===== src/rtl/mem_lsu_if.sv =====
// Core-side request/response and memory-side bus of the load/store unit.
// The LSU takes the slave modport; the core/memory environment takes master.
interface mem_lsu_if;
  logic        req_valid;
  logic        req_ready;
  logic        req_we;
  logic [1:0]  req_size;
  logic        req_unsigned;
  logic [31:0] req_addr;
  logic [31:0] req_wdata;
  logic        resp_valid;
  logic [31:0] resp_rdata;
  logic        resp_err;
  logic        mem_we;
  logic [31:0] mem_a;
  logic [31:0] mem_wd;
  logic [31:0] mem_rd;

  modport slave (
    input  req_valid, req_we, req_size, req_unsigned, req_addr, req_wdata, mem_rd,
    output req_ready, resp_valid, resp_rdata, resp_err, mem_we, mem_a, mem_wd
  );

  modport master (
    output req_valid, req_we, req_size, req_unsigned, req_addr, req_wdata, mem_rd,
    input  req_ready, resp_valid, resp_rdata, resp_err, mem_we, mem_a, mem_wd
  );
endinterface


===== src/rtl/mem_lsu.sv =====
// Load/store initiator for a word-wide memory: little-endian lane extraction on
// loads, read-modify-write for byte/half stores, alignment and size checking.
module mem_lsu (
  input  logic       clk,
  input  logic       reset,
  mem_lsu_if.slave   bus
);
  typedef enum logic [2:0] {IDLE, LOAD, READ, WRITE, RESP} state_t;

  state_t      state_q, state_d;
  logic [1:0]  size_q, size_d;
  logic        uns_q, uns_d;
  logic [31:0] addr_q, addr_d;
  logic [15:0] wdata_q, wdata_d;
  logic [31:0] merge_q, merge_d;
  logic [31:0] rdata_q, rdata_d;
  logic        err_q, err_d;
  logic        bad_req;

  function automatic logic [31:0] load_extend(input logic [31:0] word, input logic [1:0] size,
                                              input logic [1:0] off, input logic uns);
    logic        [7:0]  b;
    logic        [15:0] h;
    logic signed [7:0]  sb;
    logic signed [15:0] sh;
    logic        [31:0] r;
    b  = word[{off, 3'b000} +: 8];
    h  = off[1] ? word[31:16] : word[15:0];
    sb = signed'(b);
    sh = signed'(h);
    case (size)
      2'b00:   r = uns ? {24'd0, b} : 32'(sb);
      2'b01:   r = uns ? {16'd0, h} : 32'(sh);
      default: r = word;
    endcase
    return r;
  endfunction

  function automatic logic [31:0] merge_lane(input logic [31:0] word, input logic [15:0] wd,
                                             input logic [1:0] size, input logic [1:0] off);
    logic [31:0] r;
    r = word;
    if (size == 2'b00) r[{off, 3'b000} +: 8] = wd[7:0];
    else               r[{off[1], 4'b0000} +: 16] = wd;
    return r;
  endfunction

  assign bad_req = (bus.req_size == 2'b11) ||
                   (bus.req_size == 2'b01 && bus.req_addr[0]) ||
                   (bus.req_size == 2'b10 && bus.req_addr[1:0] != 2'b00);

  always_comb begin
    state_d = state_q;
    size_d  = size_q;
    uns_d   = uns_q;
    addr_d  = addr_q;
    wdata_d = wdata_q;
    merge_d = merge_q;
    rdata_d = rdata_q;
    err_d   = err_q;
    case (state_q)
      IDLE: begin
        if (bus.req_valid) begin
          size_d  = bus.req_size;
          uns_d   = bus.req_unsigned;
          addr_d  = bus.req_addr;
          wdata_d = bus.req_wdata[15:0];
          if (bad_req) begin
            err_d   = 1'b1;
            rdata_d = 32'd0;
            state_d = RESP;
          end else if (!bus.req_we) begin
            state_d = LOAD;
          end else if (bus.req_size == 2'b10) begin
            merge_d = bus.req_wdata;
            state_d = WRITE;
          end else begin
            state_d = READ;
          end
        end
      end
      LOAD: begin
        rdata_d = load_extend(bus.mem_rd, size_q, addr_q[1:0], uns_q);
        err_d   = 1'b0;
        state_d = RESP;
      end
      READ: begin
        merge_d = merge_lane(bus.mem_rd, wdata_q, size_q, addr_q[1:0]);
        state_d = WRITE;
      end
      WRITE: begin
        rdata_d = 32'd0;
        err_d   = 1'b0;
        state_d = RESP;
      end
      RESP:    state_d = IDLE;
      default: state_d = IDLE;
    endcase
  end

  always_ff @(posedge clk) begin
    if (reset) begin
      state_q <= IDLE;
      size_q  <= 2'b00;
      uns_q   <= 1'b0;
      addr_q  <= 32'd0;
      wdata_q <= 16'd0;
      merge_q <= 32'd0;
      rdata_q <= 32'd0;
      err_q   <= 1'b0;
    end else begin
      state_q <= state_d;
      size_q  <= size_d;
      uns_q   <= uns_d;
      addr_q  <= addr_d;
      wdata_q <= wdata_d;
      merge_q <= merge_d;
      rdata_q <= rdata_d;
      err_q   <= err_d;
    end
  end

  // Write enable is gated by reset so an aborted store never commits.
  assign bus.req_ready  = (state_q == IDLE);
  assign bus.resp_valid = (state_q == RESP) && !reset;
  assign bus.resp_rdata = rdata_q;
  assign bus.resp_err   = err_q;
  assign bus.mem_we     = (state_q == WRITE) && !reset;
  assign bus.mem_a      = {addr_q[31:2], 2'b00};
  assign bus.mem_wd     = merge_q;
endmodule


===== src/flat_wrapper.sv =====
// flat-port wrapper written by rule: the top's interface ports become plain ports
module mem_lsu_flat 
  (clk, reset, bus_req_valid, bus_req_we, bus_req_size, bus_req_unsigned, bus_req_addr, bus_req_wdata, bus_mem_rd, bus_req_ready, bus_resp_valid, bus_resp_rdata, bus_resp_err, bus_mem_we, bus_mem_a, bus_mem_wd);
  mem_lsu_if bus_i ();
  input  logic clk;
  input  logic reset;
  input wire logic [$bits(bus_i.req_valid)-1:0] bus_req_valid;
  input wire logic [$bits(bus_i.req_we)-1:0] bus_req_we;
  input wire logic [$bits(bus_i.req_size)-1:0] bus_req_size;
  input wire logic [$bits(bus_i.req_unsigned)-1:0] bus_req_unsigned;
  input wire logic [$bits(bus_i.req_addr)-1:0] bus_req_addr;
  input wire logic [$bits(bus_i.req_wdata)-1:0] bus_req_wdata;
  input wire logic [$bits(bus_i.mem_rd)-1:0] bus_mem_rd;
  output wire logic [$bits(bus_i.req_ready)-1:0] bus_req_ready;
  output wire logic [$bits(bus_i.resp_valid)-1:0] bus_resp_valid;
  output wire logic [$bits(bus_i.resp_rdata)-1:0] bus_resp_rdata;
  output wire logic [$bits(bus_i.resp_err)-1:0] bus_resp_err;
  output wire logic [$bits(bus_i.mem_we)-1:0] bus_mem_we;
  output wire logic [$bits(bus_i.mem_a)-1:0] bus_mem_a;
  output wire logic [$bits(bus_i.mem_wd)-1:0] bus_mem_wd;
  assign bus_i.req_valid = bus_req_valid;
  assign bus_i.req_we = bus_req_we;
  assign bus_i.req_size = bus_req_size;
  assign bus_i.req_unsigned = bus_req_unsigned;
  assign bus_i.req_addr = bus_req_addr;
  assign bus_i.req_wdata = bus_req_wdata;
  assign bus_i.mem_rd = bus_mem_rd;
  assign bus_req_ready = bus_i.req_ready;
  assign bus_resp_valid = bus_i.resp_valid;
  assign bus_resp_rdata = bus_i.resp_rdata;
  assign bus_resp_err = bus_i.resp_err;
  assign bus_mem_we = bus_i.mem_we;
  assign bus_mem_a = bus_i.mem_a;
  assign bus_mem_wd = bus_i.mem_wd;
  mem_lsu u_core (.clk(clk), .reset(reset), .bus(bus_i));
endmodule

===== config.mk =====
export PLATFORM = sky130hd
export DESIGN_NAME = mem_lsu_flat
export DESIGN_NICKNAME = d
export VERILOG_FILES = /design/src/rtl/mem_lsu_if.sv /design/src/rtl/mem_lsu.sv /design/src/flat_wrapper.sv
export SDC_FILE = /design/constraint.sdc
export NUM_CORES = 1
export LEC_CHECK = 0
export ABC_AREA = 1
export CAP_MARGIN = 20
export CORE_MARGIN = 3
export CORE_UTILIZATION = 48
export DETAILED_ROUTE_END_ITERATION = 8
export MAX_ROUTING_LAYER = met4
export PLACE_DENSITY = 0.82
export RECOVER_POWER = 25
export SLEW_MARGIN = 30
export SYNTH_ARGS = -nofsm -noshare
export SYNTH_HDL_FRONTEND = slang
export SYNTH_SLANG_ARGS = --single-unit

===== constraint.sdc =====
create_clock -name clk -period 2.7 [get_ports clk]
set_clock_uncertainty 0.1 [all_clocks]
set_input_delay 0.405 -clock clk [delete_from_list [all_inputs] [get_ports clk]]
set_output_delay 0.405 -clock clk [all_outputs]
set_load 0.005 [all_outputs]

After elaboration in Yosys (flattened, before gate mapping)
Index checks and enable logic that the tools add are counted.

Mux-type cells: 23. $add $sub $neg: 2. Shifts and indexed selects: 5. Reduce and logical (&&, ||, !) cells: 18. Equality and inequality tests: 13.

Operators by type and width (number): 2-to-1 mux 32 bit (9); one-hot mux 32 bit (2 select lines) (2); one-hot mux 32 bit (3 select lines) (1); bitwise mux 32 bit (2); variable shift 16 x 7 -> 32 bit (first input constant) (1); variable shift 8 x 7 -> 32 bit (first input constant) (1); variable part select 16 x 7 -> 32 bit (1); variable part select 32 x 6 -> 8 bit (1); variable part select 8 x 7 -> 32 bit (1); 2-to-1 mux 16 bit (1); negator 5 -> 7 bit (2); 2-to-1 mux 3 bit (3); one-hot mux 3 bit (3 select lines) (1); equality test 3 x 2 -> 1 bit (second input constant) (2); inequality test 2 bit (second input constant) (3); AND reduction 3 bit (2); nonzero test 2 bit (3); AND reduction 5 bit (1); equality test 2 x 1 -> 1 bit (second input constant) (2); equality test 2 bit (second input constant) (2); logical AND 1 bit (4); inequality test 2 x 1 -> 1 bit (second input constant) (2); equality test 3 x 1 -> 1 bit (second input constant) (1); equality test 3 bit (second input constant) (1); other kinds (9) (12).

Register bits: 119. Bits of input ports: 103. Word-level logic and storage cells: 69. Output and inout bits: 100.

Depth between registers and ports, before layout
Gate-level depths: netlist (run 1).

Depth after elaboration: 7. Mapped depth: 12. Gate-level depth less buffers: 10.

Worst setup path before layout (run 1)
No wires, ideal clock.

Path kind: register -> register. Start: register u_core.addr_q[1]. End: register u_core.merge_q[4], in the netlist u_core.bus.mem_wd[4]. Library setup time: 0.064 ns. Path slack: 0.571 ns. Data required time: 2.536 ns. Buffers on the path: 2. Arrival time: 1.965 ns. Cell stages (with the launch flop): 10. Clock period less this slack: 2.129 ns. Path through: dfxtp_1 buf_2 inv_2 clkbuf_1 ha_1 nor3_1 nand2_1 a21oi_1 nor2_1 nor2_1.

Word-level cells in the longest chain between the ends: 5. Elaborated cells between the ends (all ways): 10. Classes of those cells: add/sub (2); shift (4); mux (4).

Ends and longest elaborated chain: start, declared (RTL line mem_lsu.sv:13) `logic [31:0] addr_q, addr_d;`; start signal, assigned (RTL line mem_lsu.sv:115) `addr_q <= addr_d;`; negator 5 -> 7 bit (on tied branches) (RTL line mem_lsu.sv:44, mem_lsu.sv:43); variable part select 16 x 7 -> 32 bit, or another cell as far along (RTL line mem_lsu.sv:44) `else r[{off[1], 4'b0000} +: 16] = wd;`; bitwise mux 32 bit (on tied branches) (RTL line mem_lsu.sv:44, mem_lsu.sv:43); 2-to-1 mux 32 bit (*) (RTL line mem_lsu.sv:43) `if (size == 2'b00) r[{off, 3'b000} +: 8] = wd[7:0];`; one-hot mux 32 bit (2 select lines) (*) (RTL line mem_lsu.sv:61) `case (state_q)`; end signal, assigned (RTL line mem_lsu.sv:117) `merge_q <= merge_d;`; end, declared (RTL line mem_lsu.sv:15) `logic [31:0] merge_q, merge_d;`.

Every way passes the cells marked *; elsewhere a longest branch is shown, timed or not. A chain may end at the register's enable or synchronous reset.

Worst setup path after layout (run 1)
Start: input port reset. End: output port bus_resp_valid.

Word-level cells in the longest chain between the ends: 2.

Ends and longest elaborated chain: start, declared (RTL line flat_wrapper.sv:6) `input logic reset;`; logical NOT 1 bit (RTL line mem_lsu.sv:125) `assign bus.resp_valid = (state_q == RESP) && !reset;`; logical AND 1 bit (RTL line mem_lsu.sv:125); end, declared (RTL line flat_wrapper.sv:15) `output wire logic [$bits(bus_i.resp_valid)-1:0] bus_resp_valid;`.

Every way passes these cells.

==> run_results.csv, run 1 <==
group,metric,value,unit
layout,stdcell_count,1351,
clock_network,cts-resized-gates,0,
drt,viasPerCell,5.38,
timing,finalHoldViolCount,0,
synthesis,avgSynthCellArea,6.42,sq um
power_and_ir_drop,power_density,599,nW/um^2
setup_path,crit_chain,"dlygate4sd3_1, clkbuf_1, nor2_1, clkdlybuf4s50_1",
setup_path,crit_buf_inv,3,
floorplanning,io-pin-count,203,
layout,antenna_cells,0,
power_and_ir_drop,p_switching,1.67,mW
layout,area_growth,36.6,%
clock_network,numCtsBuffers,17,
drt,drtAntennaViolNets,0,
setup_path,cpMaxStageDelayCell,"dlygate4sd3_1",
timing,rsz0062_at_grt,"false",
outcome,status,"complete, no violations",
synthesis,yosysSeqAreaShare,36.2,%
power_and_ir_drop,seqPwrFrac,36.9,%
worst_hold_path,hold_path.class,"reg2reg",
power_and_ir_drop,p_leak,3.58,nW
clock_network,h-tree-depth,4,
setup_path,crit_family,"buffers and inverters",
synthesis,ys_seq_elements,119,
setup_path,cp-start-kind,"input port",
setup_path,end_kind,"output port",
power_and_ir_drop,clockPowerShare,38.9,%
timing,slew_headroom,52.8,%
drt,via_count,7263,
floorplanning,rows,42,
global_routing,grt_use_total,29.4,%
placement,portBuffers,200,
timing,fin_crit_sh,86.2,%
synthesis,yosysWarningCount,0,
global_routing,grt_pass1_vias,6453,
floorplanning,dieHeight,123,um
clock_network,cts_root_buf,"clkbuf_16",
power_and_ir_drop,swShare,31.0,%
timing,setup_violations,0,
setup_path,path_depth,4,
floorplanning,dieArea,15100,sq um
floorplanning,start_util,49.4,%
layout,layout.nets,1272,
worst_hold_path,whs_path_depth,2,
synthesis,synth.area.top_cells,"dfxtp_1 (36%), o21ai_0 (14%), nand2_1 (11%)",
clock_network,hold_buffers,0,
global_routing,grt_pass1_wl,33900,um
synthesis,synthDominantCellAreaShare,36.2,%
setup_path,worstPathMaxFanout,8,
floorplanning,coreArea,13300,sq um
timing,finalCriticalPeriod,2.33,ns
power_and_ir_drop,p_int,3.71,mW
clock_network,cts.sinks,119,
timing,max_freq,430,MHz
drt,wl,21800,um
global_routing,gr-total-overflow,0,
global_routing,antenna_found_initial,0,
setup_path,worstRegToRegCells,8,
drt,drt_iter0_markers,594,
clock_network,postCtsSetupRepairBufs,0,
synthesis,postSynthCellCount,1024,
floorplanning,die_x,123,um
drt,wl_per_cell,16.1,um
setup_path,critPathKind,"in2out",
setup_path,critical_path_required,2.19,ns
setup_path,cp_slowest_stage_delay,0.55,ns
placement,hpwl,15600,um
layout,fill_cells,1163,
timing,setup_tns,0,ns
global_routing,grt_max_degree,84,
flow_run,cap_violations,0,
setup_path,crit_arrival,1.82,ns
clock_network,clock_path_buffers,2,
setup_path,rrSetupSlack,0.49,ns
clock_network,clk_latency,0.42,ns
power_and_ir_drop,p_comb_share,24.2,%
synthesis,yosysTopAreaCell,"dfxtp_1",
power_and_ir_drop,ir_worst_vdd,0.000408,V
synthesis,syn_area,6570,sq um
drt,dr.pass1.iters,7,
timing,whs,0.358,ns
clock_network,cts_tree,"yes",
placement,post-place-cells,1321,
timing,worst_pin_slew,0.708,ns
clock_network,clkSlewWorstSetupHoldPaths,0.05,ns
synthesis,synth_cell_types,31,
drt,drc,0,
timing,drv_slew,0,
placement,gp_congestion,1.01,
layout,drive_gt1_share,6.13,%
==> state kept, by name, summed over array words and instances, names as in the netlist <==
signal / count
u_core.addr_q: 32
u_core.wdata_q: 16
u_core.bus.mem_wd: 32
u_core.bus.resp_rdata: 32
u_core.uns_q: 1
u_core.size_q: 2
u_core.bus.resp_err: 1
u_core.state_q: 3
==> power by group through the flow <==
stage	combinational, mW	sequential [mW]	clock (mW)
4_1_cts	1.31	1.99	2.11
3_3_place_gp	1.28	2.02	0
2_1_floorplan	0.797	2.00	0
5_1_grt	1.44	2.00	2.18
3_5_place_dp	1.30	2.02	0
6_report	1.30	1.99	2.09
==> area by class of cell <==
type	instances	area, sq um	area share [%]
Tap cell	176	220	2.45
Inverter	60	230	2.56
Clock buffer	18	439	4.89
Timing Repair Buffer	220	2170	24.2
Multi-Input combinational cell	746	3430	38.2
Clock inverter	12	108	1.20
Sequential cell	119	2380	26.5
==> synth_stat cells (all sizes together) <==
cell,n
nand3,35
o21ai,195
dfxtp,119
o22ai,10
ha,5
o211ai,1
buf,59
clkbuf,41
clkinv,2
nor3,4
inv,58
a21oi,128
nor4,1
conb,1
nand2,201
nor2,164
==> metrics by stage <==
step           utilization (%)  instance area, sq um  worst slack, ns  total power [mW]
2_1_floorplan                -                  6580            0.571              2.80
3_3_place_gp              63.5                  8440            0.553              3.30
3_5_place_dp              63.5                  8440            0.488              3.32
4_1_cts                   67.6                  8990            0.432              5.41
5_1_grt                   67.5                  8980            0.293              5.62
6_report                  67.5                  8980            0.373              5.38
==> layer usage <==
layer	global-route usage (%)	share of wire (%)
met2	41.3	43
met5	-	0
met1	40.9	45
met3	5.72	8.1
met4	13.3	3.8
==> final timing paths <==
check,start,endpoint
setup / recovery,reset,bus_resp_valid
hold / removal,u_core.bus.resp_rdata[6]$_SDFFE_PP0P_,u_core.bus.resp_rdata[6]$_SDFFE_PP0P_
setup reg to reg,u_core.size_q[0]$_SDFFE_PP0P_,u_core.bus.mem_wd[25]$_SDFFE_PP0P_
hold reg to reg,u_core.bus.resp_rdata[6]$_SDFFE_PP0P_,u_core.bus.resp_rdata[6]$_SDFFE_PP0P_
==> cells by family (layout without fill, tap and decap cells) <==
| kind of cell | after synthesis | after routing | share of synthesized area (%) |
|---|---|---|---|
| and+or+nand+nor | 405 | 405 | 24.9 |
| AOI/OAI and AO/OA | 334 | 334 | 26.2 |
| adders and majority gates | 5 | 5 | 0.952 |
| other | 1 | 2 | 0.0570 |
| DFF | 119 | 119 | 36.2 |
| buffers and inverters | 160 | 310 | 11.7 |
==> worst register-to-register path, cell delays in order (launching register included) <==
cell and delay (ns):
dfxtp_1 0.29, inv_1 0.16, nand2_4 0.23, inv_1 0.44, buf_4 0.33, o21ai_0 0.13
a21oi_1 0.30, nor2_1 0.07, nor2_1 0.08
==> layout by cell type (no fill, tap or decap), drive strengths merged, types with 20 or more instances in the layout <==
cell	n
dlygate4sd3	47
nand3	35
clkbuf	20
o21ai	195
a21oi	128
nand2	201
dfxtp	119
clkdlybuf4s50	153
nor2	164
inv	57
(Power assumes the default switching activity.)
==> run 2, diff against run 1 <==
==> constraint.sdc (replaced) <==
create_clock -name clk -period 2.4 [get_ports clk]
set_clock_uncertainty 0.1 [all_clocks]
set_input_delay 0.36 -clock clk [delete_from_list [all_inputs] [get_ports clk]]
set_output_delay 0.36 -clock clk [all_outputs]
set_load 0.005 [all_outputs]
==> run 2 against run 1 <==
  * Clock-buffer cell count unchanged
  * Critical endpoint is now bus_req_ready
  * Non-clock buffer count is 6 higher
  * Combinational power up 15%
  * Critical path depth stayed put
  * Sequential share of layout area shrank 0.36 points
  * Clock power is 25% higher
==> run_results.csv, run 2 (synthesis results as in run 1) <==
group,metric,value,unit
flow_run,cap_violations,0,
setup_path,reg2reg_to,"u_core.bus.mem_wd[25]$_SDFFE_PP0P_",
floorplanning,io-pin-count,203,
setup_path,cp-start-kind,"flop",
layout,antenna_cells,0,
layout,layout.nets,1278,
drt,viasPerCell,5.40,
power_and_ir_drop,p_switching,1.92,mW
timing,rsz0062_at_grt,"false",
placement,pre_cts_slack,0.193,ns
setup_path,cp_slowest_stage_delay,0.53,ns
placement,hpwl,15900,um
clock_network,clock_path_buffers,2,
timing,finalCriticalPeriod,2.19,ns
clock_network,clkSlewWorstSetupHoldPaths,0.06,ns
clock_network,clk_latency,0.42,ns
global_routing,grt_max_degree,83,
layout,layout.cells.most_common_list,"nand2_1 (197), o21ai_0 (185), clkdlybuf4s50_1 (161)",
setup_path,cpMaxStageDelayCell,"clkdlybuf4s50_1",
setup_path,critPathKind,"reg2out",
global_routing,antenna_found_initial,0,
clock_network,cts.sinks,119,
floorplanning,coreArea,13300,sq um
clock_network,hold_buffers,0,
drt,dr.pass1.iters,6,
timing,setup_tns,0,ns
drt,wl_per_cell,16.3,um
timing,drv_slew,0,
setup_path,startpoint,"u_core.state_q[2]$_SDFFE_PP0P_",
timing,max_freq,457,MHz
drt,drt_iter0_markers,780,
setup_path,rrSetupSlack,0.34,ns
global_routing,grt_use_total,29.6,%
setup_path,crit_family,"buffers and inverters",
drt,drc,0,
layout,drive_gt1_share,6.68,%
setup_path,path_depth,4,
power_and_ir_drop,swShare,30.4,%
layout,mostFrequentLayoutCell,"nand2_1",
timing,slew_headroom,63.1,%
drt,via_count,7334,
floorplanning,start_util,49.4,%
clock_network,h-tree-depth,4,
power_and_ir_drop,clockPowerShare,41.3,%
global_routing,gr-total-overflow,0,
setup_path,crit_arrival,1.73,ns
layout,area_growth,38.5,%
outcome,status,"complete, no violations",
power_and_ir_drop,p_comb_share,23.5,%
clock_network,cts_root_buf,"clkbuf_16",
floorplanning,rows,42,
power_and_ir_drop,p_int,4.41,mW
setup_path,regToRegStartpoint,"u_core.addr_q[0]$_SDFFE_PP0P_",
drt,drtAntennaViolNets,0,
placement,gp_congestion,0.965,
layout,stdcell_count,1359,
timing,worst_pin_slew,0.554,ns
power_and_ir_drop,ir_worst_vdd,0.000449,V
power_and_ir_drop,p_leak,3.63,nW
setup_path,worstRegToRegCells,9,
timing,fin_crit_sh,91.1,%
layout,fill_cells,1148,
placement,post-place-cells,1327,
floorplanning,dieArea,15100,sq um
setup_path,critical_path_required,1.94,ns
timing,finalHoldViolCount,0,
setup_path,crit_path_end,"bus_req_ready",
clock_network,postCtsSetupRepairBufs,0,
clock_network,cts_tree,"yes",
global_routing,grt_pass1_vias,6532,
power_and_ir_drop,seqPwrFrac,35.2,%
timing,finalWorstSetupSlack,0.214,ns
power_and_ir_drop,total_power,6.33,mW
timing,setup_violations,0,
setup_path,worstPathMaxFanout,4,
clock_network,cts-resized-gates,0,
worst_hold_path,hold_path.class,"reg2reg",
global_routing,grt_pass1_wl,34000,um
floorplanning,dieHeight,123,um
setup_path,crit_buf_inv,2,
placement,portBuffers,200,
power_and_ir_drop,power_density,695,nW/um^2
drt,wl,22100,um
clock_network,numCtsBuffers,17,
setup_path,crit_chain,"nor2_2, nand2_1, inv_1, clkdlybuf4s50_1",
setup_path,end_kind,"output port",
floorplanning,die_x,123,um
## run 2: cell types whose count changed in the layout (fill, tap and decap cells not counted), moves of 2 or more
| cell | delta |
|---|---|
| buf_12 | +2 |
| clkinvlp_4 | -2 |
| inv_6 | +3 |
| dlygate4sd3_1 | -8 |
| clkbuf_1 | +2 |
| buf_4 | +4 |
| clkdlybuf4s50_1 | +8 |
| bufinv_16 | +2 |
## run 2: per-stage QoR
stage,hold slack [ns],instance area (sq um),util [%]
global placement,0.348,8510,64.0
detailed placement,0.354,8510,64.0
floorplan,0.339,6580,-
CTS,0.361,9110,68.5
global route,0.375,9100,68.5
finish,0.358,9100,68.5
## run 2: power by group through the flow
stage                     sequential, mW  clock, mW  combinational [mW]
after global placement              2.26          0                1.47
after global routing                2.25       2.73                1.65
after detailed placement            2.27          0                1.48
after floorplan                     2.25          0               0.897
final                               2.23       2.61                1.49
after CTS                           2.23       2.64                1.50
## run 2: worst min path at each step
stage,startpoint,endpoint,slack [ns],depth (start not counted)
4_1_cts,u_core.bus.resp_rdata[0]$_SDFFE_PP0P_,u_core.bus.resp_rdata[0]$_SDFFE_PP0P_,0.36,2
2_1_floorplan,u_core.wdata_q[10]$_SDFFE_PP0P_,u_core.wdata_q[10]$_SDFFE_PP0P_,0.34,2
6_report,u_core.bus.resp_rdata[6]$_SDFFE_PP0P_,u_core.bus.resp_rdata[6]$_SDFFE_PP0P_,0.36,2
5_1_grt,u_core.bus.resp_rdata[2]$_SDFFE_PP0P_,u_core.bus.resp_rdata[2]$_SDFFE_PP0P_,0.38,2
3_3_place_gp,u_core.bus.resp_rdata[1]$_SDFFE_PP0P_,u_core.bus.resp_rdata[1]$_SDFFE_PP0P_,0.35,2
3_5_place_dp,u_core.bus.resp_rdata[0]$_SDFFE_PP0P_,u_core.bus.resp_rdata[0]$_SDFFE_PP0P_,0.35,2
## run 2: area by class of cell
type | instances | area (sq um) | area share, %
Clock buffer | 18 | 429 | 4.71
Inverter | 60 | 230 | 2.53
Timing Repair Buffer | 226 | 2240 | 24.6
Sequential cell | 119 | 2380 | 26.2
Tap cell | 176 | 220 | 2.42
Multi-Input combinational cell | 746 | 3430 | 37.7
Clock inverter | 14 | 174 | 1.91
## run 2: per-layer routing
layer  up-vias  wire length [um]  GRT usage, %
met4         0               603          10.9
met2       362              9760          42.6
li1       3625                 -             -
met1      3307              9640          40.7
met3        40              2120          6.95
met5         -                 0             -
## run 2: tightest hold or removal path: stages (launching register included)
cell and delay (ns):
dfxtp_1 0.30, nand2_1 0.06, a21oi_1 0.05
